===== src/rtl/pipeline.sv =====
// pipeline: fixed-latency instruction/address pipeline.
// An instruction word and its address move in lockstep through DEPTH
// register stages, which model the IF/ID -> ID/EX -> EX/MEM -> MEM/WB
// inter-stage registers. The pipeline advances on every rising clock edge.
// There are no stall or flush inputs.
// DEPTH must lie in 1..16. The latency is DEPTH rising edges, counting the
// edge that samples the pair.
// Optional build macro PIPELINE_NOP_SQUASH_EN: when a NOP (instruction
// word 0) enters stage 0, its address is forced to 0. NOP bubbles then
// always emerge as ins=0, dir=0.
module pipeline #(
    parameter int WIDTH = 32,
    parameter int DEPTH = 4
) (
    input  logic             clk,
    input  logic             rst,
    input  logic [WIDTH-1:0] insi,
    input  logic [WIDTH-1:0] diri,
    output logic [WIDTH-1:0] ins,
    output logic [WIDTH-1:0] dir
);

    // Two parallel shift chains. Index 0 is the fetch side and DEPTH-1 is
    // the retire side. The instruction bits and address bits never mix.
    logic [WIDTH-1:0] ins_q [DEPTH];
    logic [WIDTH-1:0] dir_q [DEPTH];

    // Next values for stage 0. Only the address path can differ between
    // the two builds.
    logic [WIDTH-1:0] ins_d;
    logic [WIDTH-1:0] dir_d;

    // Form the stage-0 capture values from the fetch inputs.
    always_comb begin
        ins_d = insi;
`ifdef PIPELINE_NOP_SQUASH_EN
        dir_d = (insi == '0) ? '0 : diri;
`else
        dir_d = diri;
`endif
    end

    // Shift both chains one stage per clock. Reset clears every stage at once.
    always_ff @(posedge clk or posedge rst) begin
        if (rst) begin
            // NOTE: every stage is cleared, not only the last one. This is
            // a shift chain and not a RAM. Leaving the inner stages
            // unreset would let stale pairs surface after reset.
            for (int k = 0; k < DEPTH; k++) begin
                ins_q[k] <= '0;
                dir_q[k] <= '0;
            end
        end else begin
            // NOTE: non-blocking assignments let every stage read its
            // neighbour's old value. With blocking assignments the chain
            // would collapse into a single stage.
            ins_q[0] <= ins_d;
            dir_q[0] <= dir_d;
            for (int k = 1; k < DEPTH; k++) begin
                ins_q[k] <= ins_q[k-1];
                dir_q[k] <= dir_q[k-1];
            end
        end
    end

    // The outputs are taken straight from the last stage's flops.
    assign ins = ins_q[DEPTH-1];
    assign dir = dir_q[DEPTH-1];

endmodule


===== config.mk =====
export PLATFORM = sky130hd
export DESIGN_NAME = pipeline
export DESIGN_NICKNAME = d
export VERILOG_FILES = /design/src/rtl/pipeline.sv
export SDC_FILE = /design/constraint.sdc
export NUM_CORES = 1
export LEC_CHECK = 0
export BUFFER_PORTS_ARGS = -buffer_cell sky130_fd_sc_hd__buf_2
export CORE_ASPECT_RATIO = 1.4
export CORE_MARGIN = 1.5
export CORE_UTILIZATION = 45
export DETAILED_ROUTE_END_ITERATION = 8
export PLACE_DENSITY = 0.67
export SLEW_MARGIN = 20
export SYNTH_ARGS = -nofsm -noshare
export SYNTH_HDL_FRONTEND = slang
export SYNTH_SLANG_ARGS = --single-unit

===== constraint.sdc =====
create_clock -name clk -period 9.49 [get_ports clk]
set_clock_uncertainty 0.1 [all_clocks]
set_input_delay 0.949 -clock clk [delete_from_list [all_inputs] [get_ports clk]]
set_output_delay 0.949 -clock clk [all_outputs]
set_load 0.01 [all_outputs]

== After elaboration in Yosys (flattened, before gate mapping) ==
Cells that the tools add are included.

* Add/subtract/negate cells: 0
* Multiply operators: 0
* Divide/modulo/power cells: 0
* Magnitude comparators: 0
* Eq/ne operators: 0
* Shift-type cells: 0
* Multiplexer cells: 0
* Bitwise operators: 0
* Reductions and logical operators: 0

* Register bits after elaboration: 256
* Bits in latches: 0
* Bits in writable memories: 0
* Bits in read-only memories: 0
* Input bits: 66
* Output and inout bits: 64
* Memories kept: 0

== Depth between registers and ports, before layout ==
* Word-level depth: 0
* Depth in mapped cells: 1
* Mapped depth without buffers: 1

== Least setup slack after synthesis ==
Ideal clock, no wire load.

* Kind: reg-to-output
* From: register dir_q (netlist bit dir[0])
* To: output port dir[0]
* Arrival time: 0.467 ns
* Slack: 7.974 ns
* Cell stages (with the launch flop): 2
* Path buffers: 1
* Path through: dfrtp_1 > buf_4

{| class="wikitable"
|+ RTL lines
! item !! line !! text
|-
| start: declaration || 26 || <nowiki>logic [WIDTH-1:0] dir_q [DEPTH];</nowiki>
|-
| start signal: indexed assignment || 61 || <nowiki>dir_q[k] <= dir_q[k-1];</nowiki>
|-
| end: declaration || 20 || <nowiki>output logic [WIDTH-1:0] dir</nowiki>
|}

No word-level cell between the ends.

== Worst setup path in the final report ==
* From: register ins_q (netlist bit ins[29])
* To: output port ins[29]

{| class="wikitable"
|+ RTL lines
! item !! line !! text
|-
| start: declaration || 25 || <nowiki>logic [WIDTH-1:0] ins_q [DEPTH];</nowiki>
|-
| start signal: indexed assignment || 60 || <nowiki>ins_q[k] <= ins_q[k-1];</nowiki>
|-
| end: declaration || 19 || <nowiki>output logic [WIDTH-1:0] ins,</nowiki>
|}

No word-level cell between the ends.

==> results.json <==
{
  "outcome": "complete, no violations",
  "port_buffers": 129,
  "drcViolationCount": 0,
  "cts_setup_buffers": 0,
  "cts.clk_slew.worst_paths_ns": 0.07,
  "max_stage_delay_ns": 0.39,
  "die_area_mm2": 0.0161,
  "groute.usage.overall_pct": 11.1,
  "grt_pass1_wl_mm": 13.5,
  "final_cell_mix": "dfrtp_1, buf_2, clkbuf_16",
  "hpwl_mm": 5.16,
  "antenna_found_initial": 2,
  "synth_area_per_cell_um2": 21.5,
  "fmax_ghz": 0.482,
  "die_h_um": 149,
  "post-route-period-util_pct": 21.9,
  "grt_util_met2_pct": 17.9,
  "synth_seq_cells": 256,
  "core_area_mm2": 0.0150,
  "worst-path-buf-inv": 1,
  "cts_hold_buffers": 0,
  "ios": 130,
  "firstDrtPassIters": 3,
  "critPathTopFamily": "flip-flops",
  "drv_slew": 0,
  "vias": 2499,
  "hp-class": "register to register",
  "multi_input_area_um2": 0,
  "max_slew_margin_pct": 46.1,
  "critPathSlowestCell": "dfrtp_1",
  "cts_tree": "yes",
  "cp-start-kind": "register",
  "nFillCells": 1262,
  "via_per_inst": 4.03,
  "grt_setup_unrepaired": "false",
  "syn_area_mm2": 0.00689,
  "ant_nets": 0,
  "setup_tns_ns": 0,
  "pre_cts_ws_ns": 6.34,
  "r2r-start": "ins_q[74]",
  "critPathCaptureType": "output pin",
  "grt_max_degree": 166,
  "die_w_um": 108,
  "setup_viol": 0,
  "drv_cap": 0,
  "hold_viol_final": 0,
  "drt_iter0_markers": 71,
  "h-tree-depth": 1,
  "crit_arrival_ns": 1.03,
  "use_met1_pct": 13.5,
  "whs_ns": 0.241,
  "cp.required_ns": 8.44,
  "p_leak_nw": 3.86,
  "path_cells": "buf_2",
  "ys_warn_count": 0,
  "totalWireLength_mm": 8.54,
  "worstHoldStart": "ins_q[67]",
  "cts_buffers": 23,
  "drive_gt1_share_pct": 39.7,
  "startpoint": "ins[29]",
  "grt-busiest-layer": "met2",
  "grt.met3_usage_pct": 3.48,
  "ctsResizeCount": 0,
  "min_period_ns": 2.08,
  "syn_to_final_growth_pct": 16.7,
  "fin_ws_ns": 7.41,
  "clockBufferDepth": 3,
  "wl_per_cell_um": 13.8,
  "n_antenna_cell": 0,
  "design_area_mm2": 0.00804,
  "ir_worst_vdd_mv": 0.175,
  "insertion_delay_ns": 0.49,
  "powerDensity_mw_per_mm2": 258,
  "yosysSeqAreaShare_pct": 93.0,
  "crit_path_max_fanout": 1,
  "nets": 478,
  "placed_area_mm2": 0.00731,
  "worst_pin_slew_ns": 0.809,
  "initial_core_util_pct": 46.0,
  "synth_cells": 321,
  "cts_sinks": 256,
  "worstSetupPathType": "register to output pin",
  "synth_nets": 387,
  "root_buffer": "clkbuf_16",
  "grt_pass1_vias": 2638,
  "gp_congestion": 0.672,
  "num-multi-input-gates": 0,
  "num_rows": 53,
  "synth.distinct_cells": 3,
  "final_common_cell": "dfrtp_1",
  "grt_overflow_total": 0
}
metrics by stage:
stage | std cells | power (mW) | util, %
5_1_grt | 620 | 2.17 | 53.7
6_report | 620 | 2.08 | 53.7
4_1_cts | 620 | 2.12 | 53.6
2_1_floorplan | 321 | 1.22 | -
3_3_place_gp | 579 | 1.23 | 48.8
3_5_place_dp | 579 | 1.24 | 48.8
metal layers:
metal  share of wire [%]  vias up  wire length [um]
met5                0.19        -                16
met4                 3.4        2               292
met3                 8.1       24               694
met2                  52       89              4470
met1                  36     1285              3060
li1                    -     1099                 -
path summary, 6_finish.rpt:
check	cells after the start	end	slack, ns
hold / removal	0	ins_q[35]	0.24
min in group asynchronous	2	dir_q[89]	0.47
hold reg to reg	0	ins_q[35]	0.24
setup / recovery	1	ins[29]	7.41
setup reg to reg	0	ins_q[42]	8.90
max in group asynchronous	3	dir_q[53]	7.53
flip-flops by register name, indices dropped and copies added, names as in the netlist:
signal  cells
dir_q      96
ins_q      96
dir        32
ins        32
area by class of cell:
type | count | area (um2) | share of cell area (%)
Sequential cell | 256 | 6410 | 79.7
Clock buffer | 28 | 624 | 7.76
Tap cell | 192 | 240 | 2.99
Clock inverter | 13 | 97.6 | 1.21
Inverter | 1 | 16.3 | 0.202
Timing Repair Buffer | 130 | 657 | 8.17
cells in the mapped netlist:
cell,count,area share (%)
dfrtp_1,256,93
buf_4,64,7.0
inv_1,1,0.054
report_power, final:
group          switching (mW)  internal (mW)  leakage, nW
clock network           0.367          0.496        0.357
logic                  0.0358         0.0191        0.520
registers              0.0141           1.15         2.98
cells by family after synthesis:
kind of cell | count (synthesis) | share of synthesized area (%)
flops | 256 | 93.0
buf+inv | 65 | 7.03
(Power assumes the default switching activity.)
